[config.mk]
export PLATFORM = sky130hd
export DESIGN_NAME = stage_sequencer
export DESIGN_NICKNAME = d
export VERILOG_FILES = /design/src/rtl/stage_sequencer.sv
export SDC_FILE = /design/constraint.sdc
export NUM_CORES = 1
export LEC_CHECK = 0
export CAP_MARGIN = 20
export CORE_MARGIN = 2
export CORE_UTILIZATION = 40
export DETAILED_ROUTE_END_ITERATION = 8
export DONT_BUFFER_PORTS = 1
export GPL_TIMING_DRIVEN = 0
export SYNTH_ARGS = -nofsm -noshare
export SYNTH_HDL_FRONTEND = slang
export SYNTH_SLANG_ARGS = --single-unit
[constraint.sdc]
create_clock -name clk -period 2.15 [get_ports clk]
set_clock_uncertainty 0.15 [all_clocks]
set_input_delay 0.43 -clock clk [delete_from_list [all_inputs] [get_ports clk]]
set_output_delay 0.43 -clock clk [all_outputs]
set_load 0.02 [all_outputs]
[src/rtl/stage_sequencer.sv]
// Multi-cycle stage sequencer for the lw/sw/sub/xor/addi/srl/beq datapath.
// It takes a per-opcode path with optional wait padding, supports run/step control and halts on a zero word.
module stage_sequencer #(
  parameter int unsigned EX_WAIT = 2,
  parameter int unsigned WB_WAIT = 2,
  parameter int unsigned CNT_W   = 32
) (
  input  logic             clk,
  input  logic             rst,
  input  logic             run,
  input  logic             step,
  input  logic [31:0]      instruction,
  input  logic [6:0]       opcode,
  output logic [3:0]       state,
  output logic             busy,
  output logic             halted,
  output logic             retire,
  output logic [CNT_W-1:0] cycle_count,
  output logic [CNT_W-1:0] instr_count
);

  typedef enum logic [3:0] {
    S_IF    = 4'b0000,
    S_ID    = 4'b0001,
    S_EX    = 4'b0010,
    S_MEM   = 4'b0011,
    S_WB    = 4'b0100,
    S_EXW   = 4'b0101,
    S_WBW   = 4'b0110,
    S_SUMPC = 4'b1000,
    S_FIM   = 4'b1001,
    S_IDLE  = 4'b1010
  } stage_t;

  localparam logic [6:0] OP_LW  = 7'b0000011;
  localparam logic [6:0] OP_SW  = 7'b0100011;
  localparam logic [6:0] OP_BEQ = 7'b1100011;

  // Wait counters preload with N-1 so the wait state is occupied exactly N cycles.
  localparam logic [3:0] EXW_LOAD = 4'(EX_WAIT - 1);
  localparam logic [3:0] WBW_LOAD = 4'(WB_WAIT - 1);

  stage_t     cur;
  logic [3:0] wait_cnt;
  logic       single;

  function automatic stage_t post_ex(input logic [6:0] op);
    if (op == OP_LW || op == OP_SW) return S_MEM;
    else if (op == OP_BEQ)          return S_SUMPC;
    else                            return S_WB;
  endfunction

  always_ff @(posedge clk) begin
    if (rst) begin
      cur         <= S_IDLE;
      wait_cnt    <= '0;
      single      <= 1'b0;
      cycle_count <= '0;
      instr_count <= '0;
    end else begin
      if (cur != S_IDLE && cur != S_FIM && cycle_count != '1)
        cycle_count <= cycle_count + CNT_W'(1);
      case (cur)
        S_IDLE: begin
          if (run) begin
            cur    <= S_IF;
            single <= 1'b0;
          end else if (step) begin
            cur    <= S_IF;
            single <= 1'b1;
          end
        end
        S_IF: cur <= S_ID;
        S_ID: cur <= (instruction == '0) ? S_FIM : S_EX;
        S_EX: begin
          if (EX_WAIT > 0) begin
            cur      <= S_EXW;
            wait_cnt <= EXW_LOAD;
          end else begin
            cur <= post_ex(opcode);
          end
        end
        S_EXW: begin
          if (wait_cnt != '0) wait_cnt <= wait_cnt - 4'd1;
          else                cur      <= post_ex(opcode);
        end
        S_MEM: cur <= (opcode == OP_SW) ? S_SUMPC : S_WB;
        S_WB: begin
          if (WB_WAIT > 0) begin
            cur      <= S_WBW;
            wait_cnt <= WBW_LOAD;
          end else begin
            cur <= S_SUMPC;
          end
        end
        S_WBW: begin
          if (wait_cnt != '0) wait_cnt <= wait_cnt - 4'd1;
          else                cur      <= S_SUMPC;
        end
        S_SUMPC: begin
          if (instr_count != '1) instr_count <= instr_count + CNT_W'(1);
          if (run && !single) begin
            cur <= S_IF;
          end else begin
            cur    <= S_IDLE;
            single <= 1'b0;
          end
        end
        S_FIM:   cur <= S_FIM;
        default: cur <= S_IDLE;
      endcase
    end
  end

  assign state  = cur;
  assign busy   = (cur != S_IDLE) && (cur != S_FIM);
  assign halted = (cur == S_FIM);
  assign retire = (cur == S_SUMPC);

endmodule
==> impl_results.md <==
- Outcome: finished, violations left
- Failing checks: negative setup slack
- Syn_nets: 537
- Worst vdd ir: 670 uV
- Hold Path Class: in2reg
- Crit Path Category: reg2reg
- Final Power: 4.16 mW
- Arrival time worst endpoint: 2.44 ns
- 1st-iter DRT viols: 130
- PD cells: 810 nW/um^2
- Storage cell area: 1560 sq um
- Netlist Area Pre-Place: 4010 sq um
- Initial core utilization: 41.2%
- Fin cells: 656
- Clock buffer depth: 2
- First-pass GRT wire length: 18600 microns
- Maxcap violations: 0
- CTS H-tree depth: 3
- Final wirelength: 11400 microns
- Synth Register Bits: 73
- Period utilization: 110%
- CP max stage delay: 0.60 ns
- ANT cells: 0
- Finished Cell Area: 5130 sq um
- Sink Count: 73
- EDFF count, synth: 0
- RSZ-0062 raised after global routing: yes
- Input/output buffers: 0
- CTS buffer count: 9
- Commonest non-fill, non-tap cell in the layout: nor2_1
- Area occupied by multi-input gates: 2810 sq um
- Setup violators final: 39
- Fraction of registers with async set/reset: 0%
- Clock latency on the worst-skew pair: 0.34 ns
- Top FF cell, synth: dfxtp_1
- Final Hold Fails: 0
- # fillers: 941
- GRT Total Usage: 20.8%
- CTS tree: built
- Fmax: 422 MHz
- Largest net degree at the start of global routing: 14
- Fin nets: 564
- Cell Area, Placed: 4430 sq um
- Hold Buf Count CTS: 0
- IO Pins: 114
- Via count: 3979
- GPL Wtd Cong: 0.827
- Root Buffer: clkbuf_8
- Slew headroom: 58.6%
- Final worst setup slack: -0.218 ns
- Hold slack: 0.146 ns
- Synth-to-Final Area Change: 28.2%
- Crit path launch type: register
- Worst Tran Pin Value: 0.621 ns
- Pins over their slew limit: 0
- Leak pwr: 1.57 nW
- Vias in the first global route: 3713
- Remaining DRCs: 0
- Post-synthesis sequential area ratio: 36.5%
- Worst-path clk slew: 0.08 ns
- Post-route ant nets: 0
- Die Height: 104 microns
- Slowest cell on crit path: or4b_4
- Crit-path max FO: 8
- Initial antenna violation count: 0
- Synth unique cells: 53
- Total gr overflow: 0
- CP Buf/Inv Count: 1
- Most frequent cells in the layout: nor2_1, dfxtp_2, a21oi_1
- Crit. End Element: register
- Cell family with most CP delay: simple AND/OR/NAND/NOR gates
- Critical path, cell by cell: or4b_4 -> or4_4 -> buf_12 -> nor4_4 -> xnor2_1 -> nor2_1
- # rows: 36
- First-pass detailed-route iteration total: 4
- HPWL Detailed: 8270 microns
- Die area: 10800 sq um
- Vias per cell: 6.07
- Synth Warn #: 0
- Share of cells above drive strength 1: 32.5%
- Placeable core area: 9730 sq um
- Final min period: 2.37 ns
- Critical Path RT: 2.22 ns
- Cells after Synth: 491
- Post-synthesis average cell area: 8.16 sq um
- WL per Instance: 17.4 microns
- Die W: 104 microns
- Cell total after placement: 624
## routing by layer
metal	share of wire (%)	routed length, microns	track usage [%]	vias to the layer above
met5	0	0	0	-
met4	2.1	240	7.92	0
met3	6.0	691	6.95	21
li1	-	-	-	1926
met1	43	4960	24.6	1932
met2	48	5540	35.1	100
## stage by stage
| stage | utilization [%] | setup TNS, ns | setup WS [ns] |
|---|---|---|---|
| after detailed placement | 45.5 | -14.38 | -0.445 |
| after floorplan | - | -0.165 | -0.0725 |
| after global routing | 52.8 | -6.10 | -0.243 |
| after CTS | 51.2 | -3.80 | -0.214 |
| final | 52.8 | -3.60 | -0.218 |
| after global placement | 45.5 | -13.09 | -0.423 |
## synth_stat cells, types with 2 or more instances
master	n	share of area, %
dfxtp_1	73	36
nor2_1	40	3.7
a21oi_1	39	4.9
nand2_1	30	2.8
clkbuf_1	23	2.2
nand3_1	22	2.7
nand4_1	22	3.4
nor4_1	22	3.4
o31ai_1	21	3.9
xnor2_1	21	4.6
or3_1	20	3.1
or4_1	20	3.7
o21ai_0	19	2.4
inv_1	13	1.2
and4_1	12	2.6
nor3_1	11	1.4
a211oi_1	6	1.1
a31oi_1	6	0.94
nor2b_1	6	0.94
mux2_2	5	1.4
a311oi_1	4	0.87
and2_1	4	0.62
and3_1	4	0.62
a31o_2	3	0.66
buf_1	3	0.28
ha_1	3	0.94
mux2i_1	3	0.75
nand2b_1	3	0.47
nor4_2	3	0.94
o211ai_1	3	0.56
xor2_1	3	0.66
o21ba_2	2	0.50
or4b_2	2	0.50
## power breakdown
part           switching [mW]  leakage, nW  total, mW  internal (mW)
clock                   0.555        0.113       1.24          0.685
combinational           0.714        0.834       1.24          0.521
sequential              0.217        0.618       1.68           1.47
## path summary, 6_finish.rpt
path / startpoint / end / slack [ns] / cells past startpoint
worst max-delay path: state[1] / instr_count[29] / -0.22 / 6
worst max register to register: state[1] / instr_count[29] / -0.22 / 6
worst min register to register: cycle_count[14] / cycle_count[14] / 0.39 / 2
worst min-delay path: run / single / 0.15 / 2
## state kept, by name (all words and copies together) (netlist names)
register,flops
cycle_count,32
instr_count,32
state,4
wait_cnt,4
single,1
## layout make-up
| cell class | count | share of cell area [%] |
|---|---|---|
| repair buffers | 20 | 3.05 |
| clock inverters | 4 | 1.07 |
| clock buffers | 12 | 3.46 |
| well taps | 133 | 3.24 |
| flip-flops and latches | 73 | 30.3 |
| plain buffers | 24 | 3.17 |
| multi-input cells | 377 | 54.7 |
| inverters | 13 | 0.999 |
## cell families (layout without fill, tap and decap cells)
| family | Yosys count | after routing | synth area share, % |
|---|---|---|---|
| multiplexers | 8 | 8 | 2.16 |
| flip-flops | 73 | 73 | 36.5 |
| AO/OA/AOI/OAI | 112 | 112 | 17.8 |
| adder cells (fa/ha/maj) | 4 | 4 | 1.19 |
| XOR/XNOR | 24 | 24 | 5.25 |
| buffers and inverters | 41 | 73 | 3.97 |
| AND/OR/NAND/NOR | 229 | 229 | 33.1 |
## timing repair
item                                    CTS  global route
resized for setup                        76            43
endpoints found under the hold margin     0             0
endpoints found under the setup margin   64            61
buffers inserted                         15             4
cloned                                    1             0
pin swaps                                22            24
(Power assumes the default switching activity.)
